`src/rtl/ring_counter.sv`:
```
// rtl/ring_counter.sv - free-running one-hot / Johnson ring counter with index, terminal count and error flag
// Optional build macro: RING_COUNTER_SELF_CORRECT_EN (reload reset pattern when an illegal pattern is seen)
module ring_counter #(
    parameter int  WIDTH       = 4,
    parameter int  JOHNSON     = 0,
    parameter int  ROTATE_LEFT = 1,
    localparam int PW          = $clog2(2 * WIDTH)
) (
    input  logic             clk,
    input  logic             reset,
    output logic [WIDTH-1:0] count,
    output logic [PW-1:0]    pos,
    output logic             tc,
    output logic             err
);
    localparam int               N         = (JOHNSON != 0) ? 2 * WIDTH : WIDTH;
    localparam logic [PW-1:0]    LAST      = PW'(N - 1);
    localparam logic [WIDTH-1:0] RESET_PAT = (JOHNSON != 0) ? '0 : WIDTH'(1);

    logic [WIDTH-1:0] count_q, count_d, shifted, inv;
    logic [PW-1:0]    pos_q, pos_d, pos_inc;
    logic             feedback, legal;

    always_comb begin
        feedback = 1'b0;
        shifted  = count_q;
        if (ROTATE_LEFT != 0) begin
            feedback = (JOHNSON != 0) ? ~count_q[WIDTH-1] : count_q[WIDTH-1];
            shifted  = {count_q[WIDTH-2:0], feedback};
        end else begin
            feedback = (JOHNSON != 0) ? ~count_q[0] : count_q[0];
            shifted  = {feedback, count_q[WIDTH-1:1]};
        end
    end

    // Johnson legal set is a thermometer of ones anchored at either the LSB or the MSB.
    always_comb begin
        inv = ~count_q;
        if (JOHNSON != 0) begin
            legal = ((count_q & (count_q + WIDTH'(1))) == '0) ||
                    ((inv & (inv + WIDTH'(1))) == '0);
        end else begin
            legal = (count_q != '0) && ((count_q & (count_q - WIDTH'(1))) == '0);
        end
    end

    assign pos_inc = (pos_q == LAST) ? '0 : pos_q + PW'(1);

    always_comb begin
        count_d = shifted;
        pos_d   = pos_inc;
`ifdef RING_COUNTER_SELF_CORRECT_EN
        if (!legal) begin
            count_d = RESET_PAT;
            pos_d   = '0;
        end
`endif
    end

    always_ff @(posedge clk or posedge reset) begin
        if (reset) begin
            count_q <= RESET_PAT;
            pos_q   <= '0;
        end else begin
            count_q <= count_d;
            pos_q   <= pos_d;
        end
    end

    assign count = count_q;
    assign pos   = pos_q;
    assign tc    = (pos_q == LAST);
    assign err   = ~legal;
endmodule

```
`config.mk`:
```
export PLATFORM = sky130hd
export DESIGN_NAME = ring_counter
export DESIGN_NICKNAME = d
export VERILOG_FILES = /design/src/rtl/ring_counter.sv
export SDC_FILE = /design/constraint.sdc
export NUM_CORES = 1
export LEC_CHECK = 0
export ABC_AREA = 1
export CELL_PAD_IN_SITES_DETAIL_PLACEMENT = 0
export CELL_PAD_IN_SITES_GLOBAL_PLACEMENT = 1
export CORE_AREA = 2 2 39 41
export DETAILED_ROUTE_END_ITERATION = 10
export DIE_AREA = 0 0 41 43
export HOLD_SLACK_MARGIN = 0.06
export PLACE_DENSITY_LB_ADDON = 0.12
export SKIP_LAST_GASP = 1
export SLEW_MARGIN = 20
export SYNTH_ARGS = -nofsm -noshare
export SYNTH_HDL_FRONTEND = slang
export SYNTH_SLANG_ARGS = --single-unit
export TNS_END_PERCENT = 20
```
`constraint.sdc`:
```
create_clock -name clk -period 2.5 [get_ports clk]
set_input_delay 0.25 -clock clk [delete_from_list [all_inputs] [get_ports clk]]
set_output_delay 0.25 -clock clk [all_outputs]
set_load 0.02 [all_outputs]
```
==> results by group <==
Yosys
  – Synthesized area: around 270 um2
  – Post-synthesis mux area share: 0%
  – Synth warn: 0
  – Synthesized netlist cell count: 29
  – Post-synthesis compound-gate area fraction: 0%
  – Post-Syn Nets: 32
  – Post-synthesis cell type count: 8
  – Sequential fraction of the synthesis area: between 60% and 70%
  – #FFs+latches synth: 7
  – Adder-Cell Fraction of Synth Area: under 10%
  – XOR/XNOR Fraction of Synth Area: 0%
  – Top-area cell type share of the netlist area: 55.0%
  – Simple-gate share of the synthesized area: between 10% and 20%
  – Area contributors post-synth: dfrtp_1 (55%), inv_1 (11%), nand2_1 (11%)
  – Syn Area/Cell: about 9.4 um2
  – Area leader, netlist: dfrtp_1
  – Largest family of logic cells by synthesized area: simple AND/OR/NAND/NOR gates

Timing
  – Max_slew headroom: 82.0%
  – Upper clock frequency limit: roughly 540 MHz
  – Min Tclk post-route: 1.85 ns
  – Tcrit/Tclk final: between 70% and 80%
  – Final hold vios: 0
  – RSZ-0062 raised after global routing: no
  – Worst Tran Pin Value: ~0.27 ns
  – Clock skew: about 0.00022 ns
  – Final Setup Violations: 0
  – TNS Setup: 0 ns
  – Count of final max-slew check failures: 0

Setup path
  – Worst setup startpoint: count[0]$_DFF_PP1_
  – Worst setup SP type: register
  – Worst endpoint required time: 2.25 ns
  – Crit end category: output port
  – CP Capture Point: err
  – Crit Reg-Reg Endpoint: pos[0]$_DFF_PP0_
  – Crit path arrival time: 1.60 ns
  – Reg2reg path depth: 4
  – Worst-path maximum fanout: 4
  – FF-to-FF setup slack: around 1.6 ns
  – Worst setup path class: register to output port
  – Reg2Reg Launch Point: pos[0]$_DFF_PP0_

Detailed routing
  – DR vias: approximately 220
  – Vias/cell: 3.68
  – Post-Route WL: 536 um
  – DRC: 0
  – Initial DRC Count: 0
  – Drt wl/cell: 9.08 um
  – Post-DRT Antenna Nets: 0
  – Drt pass-1 iters: 1

Clock tree
  – Clk sink count: 7
  – # hold bufs at CTS: 0
  – CTS Buffer Depth: 2
  – Clock root cell: clkbuf_4
  – Worst-Skew Late Latency: roughly 0.25 ns
  – Post-CTS setup buffer count: 0
  – Resized Gates After CTS: 0
  – TritonCTS clock tree: yes
  – CTS Buf Count: 3
  – H-tree depth: 1
  – Reg clk slew, reported paths: around 0.050 ns

Final layout
  – Final instance area: ~420 um2
  – Layout area overhead: 53.7%
  – Most frequent cells in the layout: clkdlybuf4s50_1 (10), inv_1 (8), nand2_1 (8)
  – Commonest non-fill, non-tap cell in the layout: clkdlybuf4s50_1
  – N_diodes: 0
  – Fillers: roughly 140
  – Final nets: 47
  – Layout cells sized above 1: around 14%

Global route
  – Largest net degree at the start of global routing: 8
  – Most used routing layer: met2
  – GR Util All Layers: 9.01%
  – Initial antenna violation count: 0
  – Vias in the first global route: approximately 230
  – Met3 Usage GRT: 3.14%
  – M2 GR Usage: about 13%
  – Remaining Overflow, GRT: 0
  – First-pass GRT wire length: around 950 um
  – Met1 usage: between 8 and 9%

Placed design
  – Post-DP HPWL: ~420 um
  – Placed instance area: between 300 and 400 um2
  – IO buf count: 10
  – GPL Wtd Cong: between 0.5 and 0.6

Floorplanning
  – Io pins: 11
  – Die Ht: ~43 um
  – Die area: approximately 0.0018 mm2
  – Num rows: 14
  – Core area: around 0.0014 mm2
  – Starting Density: approximately a fifth
  – Die W: around 41 um

Hold path
  – Worst min path class: primary input to async pin

Pwr
  – PD cells: between 500 and 600 mW/mm2
  – Total power: about 0.22 mW
  – Leak pwr: ~0.2 nW
  – VDD IR max: between 0.15 and 0.2 mV

Flow run
  – Maxcap violations: 0

Outcome
  – Status: complete, no violations
## critical path: stages (launching register included)
cell and delay, ns:
dfstp_2 0.55, inv_1 0.04, nand2_1 0.07, nand2_1 0.05, nand2_1 0.05, clkdlybuf4s50_1 0.59
## layer usage
| layer | up-vias | routed length [um] |
|---|---|---|
| met3 | 0 | 41 |
| met2 | 7 | 295 |
| met4 | 0 | 0 |
| li1 | 109 | - |
| met1 | 101 | 199 |
| met5 | - | 0 |
## where the power goes
| part | internal [mW] | switching (mW) |
|---|---|---|
| sequential | 0.114 | 0 |
| combinational | 0.00146 | 0.00228 |
| clock | 0.0609 | 0.0412 |
## cell usage after synthesis
library cell / n
inv_1: 8
nor2_2: 1
nand2_2: 1
nand2_1: 8
nor2_1: 3
ha_1: 1
dfstp_2: 1
dfrtp_1: 6
## worst min-delay path by stage
stage / startpoint / to
3_5_place_dp: count[0]$_DFF_PP1_ / count[1]$_DFF_PP0_
3_3_place_gp: count[0]$_DFF_PP1_ / count[1]$_DFF_PP0_
5_1_grt: reset / pos[1]$_DFF_PP0_
4_1_cts: reset / pos[2]$_DFF_PP0_
6_report: reset / count[3]$_DFF_PP0_
2_1_floorplan: reset / count[1]$_DFF_PP0_
## per-stage QoR
step	std cells	utilization [%]	setup slack, ns	hold WS [ns]
final	59	30.3	0.646	0.233
after global placement	55	28.4	0.924	0.405
after CTS	59	30.3	0.611	0.234
after detailed placement	55	28.4	0.895	0.417
after floorplan	29	-	1.33	0.0527
after global routing	59	30.3	0.546	0.256
## flip-flops by register name, indices dropped and copies added (netlist names)
register and cells:
pos 3, count 4
## area by class of cell
type / count / area (um2) / area share (%)
well taps: 16 / 20.0 / 4.78
clock buffers: 4 / 26.3 / 6.27
multi-input cells: 14 / 66.3 / 15.8
inverters: 8 / 30.0 / 7.16
repair buffers: 10 / 100 / 23.9
flip-flops and latches: 7 / 176 / 42.1
## logic make-up after synthesis
group,count (synthesis)
simple gates,13
flops,7
fa+ha+maj,1
buf+inv,8
Note: power is estimated with default switching activity, not from simulation.
